==> src/rtl/shot_controller.sv <==
// rtl/shot_controller.sv - one-shot-at-a-time battleship fire controller with sink halo and scoring.
module shot_controller #(
    parameter int NUM_SHIPS = 5
) (
    input  logic                   clk,
    input  logic                   reset,
    input  logic                   fire_valid,
    output logic                   fire_ready,
    input  logic [3:0]             fire_row,
    input  logic [3:0]             fire_col,
    input  logic [299:0]           ship_map,
    input  logic [3*NUM_SHIPS-1:0] ship_len,
    output logic [99:0]            shot,
    output logic [99:0]            is_ship,
    output logic [99:0]            ship_sunk,
    output logic                   resp_valid,
    output logic [2:0]             resp_code,
    output logic [2:0]             resp_ship,
    output logic [6:0]             shot_count,
    output logic [2:0]             sunk_count,
    output logic                   game_over
);

    typedef enum logic [2:0] {IDLE, FIRE, SINK, RESP, OVER} state_t;

    localparam logic [2:0] C_MISS    = 3'd0;
    localparam logic [2:0] C_HIT     = 3'd1;
    localparam logic [2:0] C_SUNK    = 3'd2;
    localparam logic [2:0] C_REPEAT  = 3'd3;
    localparam logic [2:0] C_INVALID = 3'd4;
    localparam logic [2:0] NS        = 3'(NUM_SHIPS);

    state_t       state, state_n;
    logic [3:0]   row_q, col_q;
    logic [99:0]  shot_mask;
    logic [2:0]   hits [0:7];
    logic [2:0]   len_a [0:7];
    logic [2:0]   code_q, ship_q, sink_id;

    logic [6:0]   idx, req_idx;
    logic [8:0]   base;
    logic [2:0]   cur_id, cur_len, cur_hits, hits_inc;
    logic         id_ok, will_sink, req_bad, req_rep;
    logic [99:0]  member, halo;

    assign idx     = {3'd0, row_q} * 7'd10 + {3'd0, col_q};
    assign req_idx = {3'd0, fire_row} * 7'd10 + {3'd0, fire_col};
    assign base    = {2'd0, idx} * 9'd3;
    assign cur_id  = ship_map[base +: 3];
    assign req_bad = (fire_row > 4'd9) || (fire_col > 4'd9);
    assign req_rep = !req_bad && shot_mask[req_idx];

    always_comb begin
        for (int k = 0; k < 8; k++) len_a[k] = 3'd0;
        for (int k = 1; k <= NUM_SHIPS; k++) len_a[k] = ship_len[3*(k-1) +: 3];
    end

    // Hits saturate at the ship length, so a zero-length ship can never reach the sink condition.
    always_comb begin
        cur_len   = len_a[cur_id];
        cur_hits  = hits[cur_id];
        hits_inc  = cur_hits + 3'd1;
        id_ok     = (cur_id != 3'd0) && (cur_id <= NS);
        will_sink = id_ok && (cur_len != 3'd0) && (cur_hits != cur_len) && (hits_inc == cur_len);
    end

    always_comb begin
        for (int i = 0; i < 100; i++) begin
            is_ship[i] = (ship_map[3*i +: 3] != 3'd0) && (ship_map[3*i +: 3] <= NS);
            member[i]  = (sink_id != 3'd0) && (ship_map[3*i +: 3] == sink_id);
        end
    end

    // Halo is the 3x3 dilation of the sunk ship, clipped at the grid edges so nothing wraps.
    always_comb begin
        halo = '0;
        for (int r = 0; r < 10; r++) begin
            for (int c = 0; c < 10; c++) begin
                for (int dr = -1; dr <= 1; dr++) begin
                    for (int dc = -1; dc <= 1; dc++) begin
                        if ((r + dr >= 0) && (r + dr <= 9) && (c + dc >= 0) && (c + dc <= 9)) begin
                            if (member[(r + dr) * 10 + (c + dc)]) halo[r * 10 + c] = 1'b1;
                        end
                    end
                end
            end
        end
    end

    // Pulses decode straight from state so an asynchronous reset kills them in the same cycle.
    assign shot       = (state == FIRE) ? (100'(1) << idx) : '0;
    assign ship_sunk  = (state == SINK) ? halo : '0;
    assign fire_ready = (state == IDLE);
    assign game_over  = (state == OVER);

    always_comb begin
        state_n = state;
        case (state)
            IDLE: if (fire_valid) state_n = (req_bad || req_rep) ? RESP : FIRE;
            FIRE: state_n = will_sink ? SINK : RESP;
            SINK: state_n = RESP;
            RESP: state_n = (sunk_count == NS) ? OVER : IDLE;
            OVER: state_n = OVER;
            default: state_n = IDLE;
        endcase
    end

    always_ff @(posedge clk or posedge reset) begin
        if (reset) begin
            state      <= IDLE;
            row_q      <= 4'd0;
            col_q      <= 4'd0;
            shot_mask  <= '0;
            for (int k = 0; k < 8; k++) hits[k] <= 3'd0;
            code_q     <= 3'd0;
            ship_q     <= 3'd0;
            sink_id    <= 3'd0;
            shot_count <= 7'd0;
            sunk_count <= 3'd0;
            resp_valid <= 1'b0;
            resp_code  <= 3'd0;
            resp_ship  <= 3'd0;
        end else begin
            state      <= state_n;
            resp_valid <= 1'b0;
            case (state)
                IDLE: begin
                    if (fire_valid) begin
                        row_q  <= fire_row;
                        col_q  <= fire_col;
                        ship_q <= 3'd0;
                        code_q <= req_bad ? C_INVALID : C_REPEAT;
                    end
                end
                FIRE: begin
                    shot_mask[idx] <= 1'b1;
                    shot_count     <= shot_count + 7'd1;
                    if (id_ok) begin
                        if (cur_hits != cur_len) hits[cur_id] <= hits_inc;
                        code_q <= will_sink ? C_SUNK : C_HIT;
                        ship_q <= cur_id;
                        if (will_sink) sink_id <= cur_id;
                    end else begin
                        code_q <= C_MISS;
                        ship_q <= 3'd0;
                    end
                end
                SINK: sunk_count <= sunk_count + 3'd1;
                RESP: begin
                    resp_valid <= 1'b1;
                    resp_code  <= code_q;
                    resp_ship  <= ship_q;
                end
                default: ;
            endcase
        end
    end

endmodule

==> config.mk <==
export PLATFORM = sky130hd
export DESIGN_NAME = shot_controller
export DESIGN_NICKNAME = d
export VERILOG_FILES = /design/src/rtl/shot_controller.sv
export SDC_FILE = /design/constraint.sdc
export NUM_CORES = 1
export LEC_CHECK = 0
export ABC_AREA = 0
export BUFFER_PORTS_ARGS = -buffer_cell sky130_fd_sc_hd__buf_2
export CELL_PAD_IN_SITES_DETAIL_PLACEMENT = 1
export CELL_PAD_IN_SITES_GLOBAL_PLACEMENT = 1
export CORE_AREA = 2 2 253 255
export CTS_BUF_LIST = sky130_fd_sc_hd__clkbuf_16
export DETAILED_ROUTE_END_ITERATION = 10
export DIE_AREA = 0 0 255 257
export GPL_TIMING_DRIVEN = 0
export PLACE_DENSITY = 0.66
export SLEW_MARGIN = 30
export SYNTH_ARGS = -nofsm -noshare
export SYNTH_HDL_FRONTEND = slang
export SYNTH_SLANG_ARGS = --single-unit
==> constraint.sdc <==
create_clock -name clk -period 7.9 [get_ports clk]
set_clock_uncertainty 0.05 [all_clocks]
set_input_delay 1.185 -clock clk [delete_from_list [all_inputs] [get_ports clk]]
set_output_delay 1.185 -clock clk [all_outputs]
set_load 0.03 [all_outputs]
Word level (Yosys, flattened, before mapping)
Index checks and enable logic that the tools add are counted.

storage, ports and cells
  bits in registers = 161
  bits in latches = 0
  memory bits (writable) = 0
  memory bits (read-only) = 0
  output and inout port bits = 319
  logic and storage cells = 1306
  memories = 0

operators by class
  add/sub/neg operators = 5
  $mul = 3
  divide/modulo/power cells = 0
  magnitude comparators = 108
  equality and inequality tests = 108
  shift operators = 2
  multiplexer cells = 739
  bitwise operators = 2
  reductions and logical operators = 319

operator list
  kind                   count
  $mux 1                 714
  $reduce_bool 3->1      103
  $eq 3x3->1             101
  $le 3x3->1 const B     101
  $shiftx 300x10->3      1
  $logic_and 1x1->1      207
  $mux 100               2
  $or 100x100->100       1
  $shl 1x7->100 const A  1
  $mux 3                 11
  $bwmux 24              1
  $bmux 3 s3             2
  $lt 7x8->1 const B     2
  $pmux 3 s5             1
  $add 7x4->7            2
  $mul 4x3->6 const B    2
  $pmux 3 s2             2
  $demux 3 s3            1
  $mul 7x2->9 const B    1
  $gt 4x4->1 const B     2
  $add 7x1->7 const B    1
  $bmux 1 s7             1
  $demux 1 s7            1
  $ge 7x1->1 const B     1
  other kinds (16)       24

Logic depth before layout (Yosys ltp)
  depth in word-level cells = 15
  depth in mapped cells = 21

Least setup slack after synthesis
No wires, ideal clock.

  path type = reg-to-reg
  from = reg row_q[1]
  to = reg sink_id[0]
  library setup time = 125 ps
  data arrival time = 4940 ps
  slack = 2785 ps
  cell stages (with the launch flop) = 22
  buffers on the path = 3
  cells stage by stage = dfrtp_1 ha_1 ha_1 inv_1 fa_1 xnor2_1 nor3_1 a31o_2 or2_1 clkbuf_1 and3_1 buf_2 nor3_1 buf_2 mux2_2 a2bb2oi_1 and2_1 ha_1 xnor2_1 a21oi_1 o211ai_1 mux2_2

on the way
  cells in the longest elaborated chain, start to end = 13
  elaborated cells between the ends (all ways) = 22
  those cells by class = add/sub: 2; mul: 2; order compare: 1; eq/ne: 2; shift: 1; mux: 6; bitwise: 1; reduce/logical: 7

ends and longest elaborated chain
  item                                                 RTL line  source
  start: declaration                                   34        logic [3:0] row_q, col_q;
  start signal: assignment                             129       row_q <= fire_row;
  $mul 4x3->6 *                                        46        assign idx = {3'd0, row_q} * 7'd10 + {3'd0, col_q};
  $add 7x4->7 *                                        46
  $mul 7x2->9 *                                        48        assign base = {2'd0, idx} * 9'd3;
  $shiftx 300x10->3 *                                  49        assign cur_id = ship_map[base +: 3];
  branches (longest 9 deep; another with $add 3x1->3)  --
  end signal: assignment                               142       if (will_sink) sink_id <= cur_id;
  end: declaration                                     38        logic [2:0] code_q, ship_q, sink_id;

Mark *: on every way between the ends. The select of a mux whose other input is x is not followed.
A chain may end at the register's enable or synchronous reset.

Final worst setup path
  from = reg sink_id[2]
  to = out ship_sunk[48]

on the way
  cells in the longest elaborated chain, start to end = 12
  elaborated cells between the ends (all ways) = 29
  those cells by class = eq/ne: 9; mux: 10; reduce/logical: 10

ends and longest elaborated chain
  item                                                    RTL line  source
  $eq 3x3->1 / $reduce_bool 3->1 (equally long branches)  70        member[i] = (sink_id != 3'd0) && (ship_map[3*i +: 3] == sink_id);
  $logic_and 1x1->1                                       70
  $mux 1 (8 in a row)                                     82        if (member[(r + dr) * 10 + (c + dc)]) halo[r * 10 + c] = 1'b1;
  $mux 1 *                                                82
  $mux 100 *                                              92        assign ship_sunk = (state == SINK) ? halo : '0;
  end: declaration                                        15        output logic [99:0] ship_sunk,

Every way passes the cells marked *; elsewhere a longest branch is shown, timed or not.

==> flow_metrics.tcl <==
set metrics [dict create \
    global_route_wire_length_before_repair_microns 164800 \
    path_clk_slew_ps 60 \
    post-place-cells 3553 \
    crit_cells 10 \
    power_per_cell_area_mw_per_mm2 626.8 \
    maxSlewHeadroom_pct 24.60 \
    die-area_sq_mm 0.06554 \
    worst_ir_drop_vdd_uv 747.2 \
    worst-r2r-cell-count 16 \
    synth_top_cell_by_area "sky130_fd_sc_hd__dfrtp_1" \
    synth_top_cells_by_area "sky130_fd_sc_hd__dfrtp_1 24%, sky130_fd_sc_hd__mux4_2 12%, sky130_fd_sc_hd__xor2_1 11%, sky130_fd_sc_hd__nor3_1 7.3%, sky130_fd_sc_hd__a21oi_1 6.8%" \
    max_freq_mhz 129.2 \
    cts_resized 0 \
    drt_pass1_iterations 5 \
    postCtsSetupRepairBufs 0 \
    ctsLongestPathBuffers 2 \
    clock_sinks 161 \
    drt_iter0_markers 1640 \
    report.final.hold_viol_count 0 \
    layout-area-overhead-vs-synth_pct 29.35 \
    regToRegSetupSlack_ps 940 \
    setup.worst_path.start_class "register" \
    synthArstFlopShare_pct 100.0 \
    timing.rr.end "sink_id[2]$_DFFE_PP0P_" \
    fp-row-count 92 \
    htreeDepth 4 \
    cell_with_the_biggest_individual_delay_on_the_critical_path "sky130_fd_sc_hd__clkbuf_1" \
    hold-worst-slack_ps 405.5 \
    cts_hold_buf 0 \
    r2r_start "row_q[0]$_DFFE_PP0P_" \
    via_per_inst 5.951 \
    rsz0062_at_grt "no" \
    layoutNonFillerInstCount 3603 \
    postRouteAntennaNets 0 \
    finalSetupTns_ps 0 \
    worst_path_most_repeated_cell "sky130_fd_sc_hd__clkbuf_1" \
    postSynthRegisterBits 161 \
    worstPathCellList "clkbuf_1 -> clkbuf_1 -> clkbuf_1 -> clkbuf_2 -> buf_1 -> a21oi_1 -> o31ai_1 -> nor3_1 -> a31oi_1 -> buf_2" \
    ys.flop_type "sky130_fd_sc_hd__dfrtp_1" \
    cts_tree "done" \
    setup.worst_path.class "register to output pin" \
    setup-violations-final 0 \
    final-max-slew-violation-count 0 \
    timing.hold.worst_endpoint "shot_mask[5]$_DFFE_PP0P_" \
    status "finished clean" \
    drc_errors 0 \
    tritoncts.num_buffers 17 \
    synth.cell_area_sq_mm 0.01707 \
    synth-seq-area-share_pct 23.60 \
    synth_enable_flop_cells 0 \
    holdCritStartpoint "shot_mask[5]$_DFFE_PP0P_" \
    top_level_ports 645 \
    initial_utilization_pct 27.21 \
    fp.dieW_microns 255 \
    worst_hold_path_type "register to register" \
    min_path_cells 1 \
    dp.final_hpwl_microns 97700 \
    gp_routability_congestion 1.021 \
    critPathTopFamily "buffers and inverters" \
    p_leak_nw 10.50 \
    clk_latency_ps 440 \
    wl_per_cell_microns 33.19 \
    maximum_number_of_pins_on_one_net_before_global_route_repair 93 \
    routed-via-count 21440 \
    portBuffers 643 \
    postLayoutSetupSlackWorst_ps 158.0 \
    final_net_count 3072 \
    cpPeakStageDelay_ps 910 \
    vias_in_the_first_global_route 22260 \
    required_ps 6660 \
    finalCritPeriodShare_pct 98.00 \
    critPathMaxFanout 10 \
    critPathCaptureType "output pin" \
    ys.warnings.count 0 \
    synth_top_cell_area_share_pct 23.60 \
    timing.critical_path.buf_inv 6 \
    maxcap_viol_count 0 \
    core_area_sq_mm 0.06274 \
    clock-root-buffer "sky130_fd_sc_hd__clkbuf_16" \
    drt-total-wl_microns 119600 \
    place_worst_setup_slack_ps 1062 \
    critical_path_arrival_ps 6510 \
    netlist_instances 2063 \
    grt_antenna_before_repair 26 \
    timing_worst_slew_pin_value_ps 1131 \
    netlist-cell-type-count 87 \
    syn-mean-instance-area_sq_um 8.275 \
    die_h_microns 257 \
    final_layout_size_suffix_gt1_share_pct 35.12 \
    grt_overflow 0 \
    grtUsageTotal_pct 35.50 \
    timing.final.crit_period_ps 7742 \
    fill_cells 7791 \
    syn-num-nets 2409 \
]
-- report_power, final --
part	switching, W	internal, W
clock	0.000339	0.000520
sequential	0.000169	0.00110
combinational	0.00805	0.00365
-- layout by cell type (no fill, tap or decap), types with 35 or more instances in the layout --
cell                       Yosys  routed
sky130_fd_sc_hd__buf_2        17     675
sky130_fd_sc_hd__nor2_1      277     277
sky130_fd_sc_hd__nor3_1      250     250
sky130_fd_sc_hd__a21oi_1     232     232
sky130_fd_sc_hd__xor2_1      209     208
sky130_fd_sc_hd__dfrtp_1     161     161
sky130_fd_sc_hd__nand2_1     104     104
sky130_fd_sc_hd__mux4_2       89      89
sky130_fd_sc_hd__or2_2        79      79
sky130_fd_sc_hd__a31oi_1      54      54
sky130_fd_sc_hd__or3_1        54      54
sky130_fd_sc_hd__clkbuf_1     64      50
sky130_fd_sc_hd__mux2_2       35      35
-- per-stage QoR --
step / area [sq um] / util (%) / power [W]
after floorplan: 17070 / - / 0.008530
after global placement: 21350 / 34.03 / 0.01242
after detailed placement: 21430 / 34.16 / 0.01266
after CTS: 22030 / 35.12 / 0.01356
after global routing: 22060 / 35.16 / 0.01440
final: 22080 / 35.20 / 0.01384
-- logic make-up (layout without fill, tap and decap cells) --
kind of cell	Yosys count	after routing	synth area share, %
flip-flops	161	161	23.60
other	0	18	0
multiplexers	153	153	17.08
AO/OA/AOI/OAI	451	451	16.27
XOR/XNOR	227	227	11.65
AND/OR/NAND/NOR	895	895	25.64
buffers and inverters	156	832	4.119
adder cells (fa/ha/maj)	20	20	1.642
-- sequential cells by signal (all words and copies together) (netlist names) --
signal	flops
shot_mask	100
hits	24
shot_count	7
col_q	4
row_q	4
code_q	3
resp_code	3
resp_ship	3
ship_q	3
sink_id	3
state	3
sunk_count	3
resp_valid	1
-- Yosys cell counts, drive strengths merged (4+ instances only) --
cell type  number
inv            29
a21oi         232
xnor2          18
nor2b          12
and2           13
or3            55
fa              4
o21ai          20
o31a            7
a21o           20
a41oi           8
nand2         104
clkbuf         66
mux2i          14
and3           18
mux4          103
nor2          279
o21bai         22
nand3          33
nor3          250
o2111ai         4
buf            60
nor4           10
a31oi          55
ha             16
o211ai          5
nand2b         18
o22ai           9
xor2          209
nor3b           5
a2111oi         4
mux2           36
nand4           6
o31ai          19
o221ai          5
or2            80
a211oi          9
dfrtp         161
-- final cells by class --
| type | count | area [sq um] | share of cell area [%] |
|---|---|---|---|
| clock inverters | 15 | 175.2 | 0.7932 |
| clock buffers | 17 | 425.4 | 1.926 |
| plain buffers | 126 | 626.9 | 2.839 |
| inverters | 30 | 120.1 | 0.5439 |
| well taps | 846 | 1059 | 4.794 |
| diodes | 18 | 45.04 | 0.2040 |
| multi-input cells | 1746 | 12360 | 55.96 |
| repair buffers | 644 | 3246 | 14.70 |
| flip-flops and latches | 161 | 4029 | 18.24 |
-- worst register-to-register path, delay by kind of cell, from the launching register on --
family | cells | cell delay, ps
compound gates | 4 | 1490
simple gates | 2 | 570
fa+ha+maj | 2 | 760
flops | 1 | 410
buf+inv | 4 | 1670
mux | 3 | 1360
xor+xnor | 1 | 550
-- worst max-delay path by stage --
stage | startpoint | end
after global routing | sink_id[2]$_DFFE_PP0P_ | ship_sunk[48]
after global placement | reset | shot_mask[46]$_DFFE_PP0P_
final | sink_id[2]$_DFFE_PP0P_ | ship_sunk[48]
after detailed placement | sink_id[2]$_DFFE_PP0P_ | ship_sunk[48]
after CTS | sink_id[2]$_DFFE_PP0P_ | ship_sunk[48]
after floorplan | reset | code_q[0]$_DFFE_PP0P_
-- per-layer routing --
metal	track usage [%]	wire (microns)	vias up
li1	-	-	8932
met1	41.76	44770	10870
met2	59.99	57450	1268
met3	7.910	10270	351
met4	18.68	6986	18
met5	0	110	-
No activity file was read; power rests on OpenSTA's default activity.
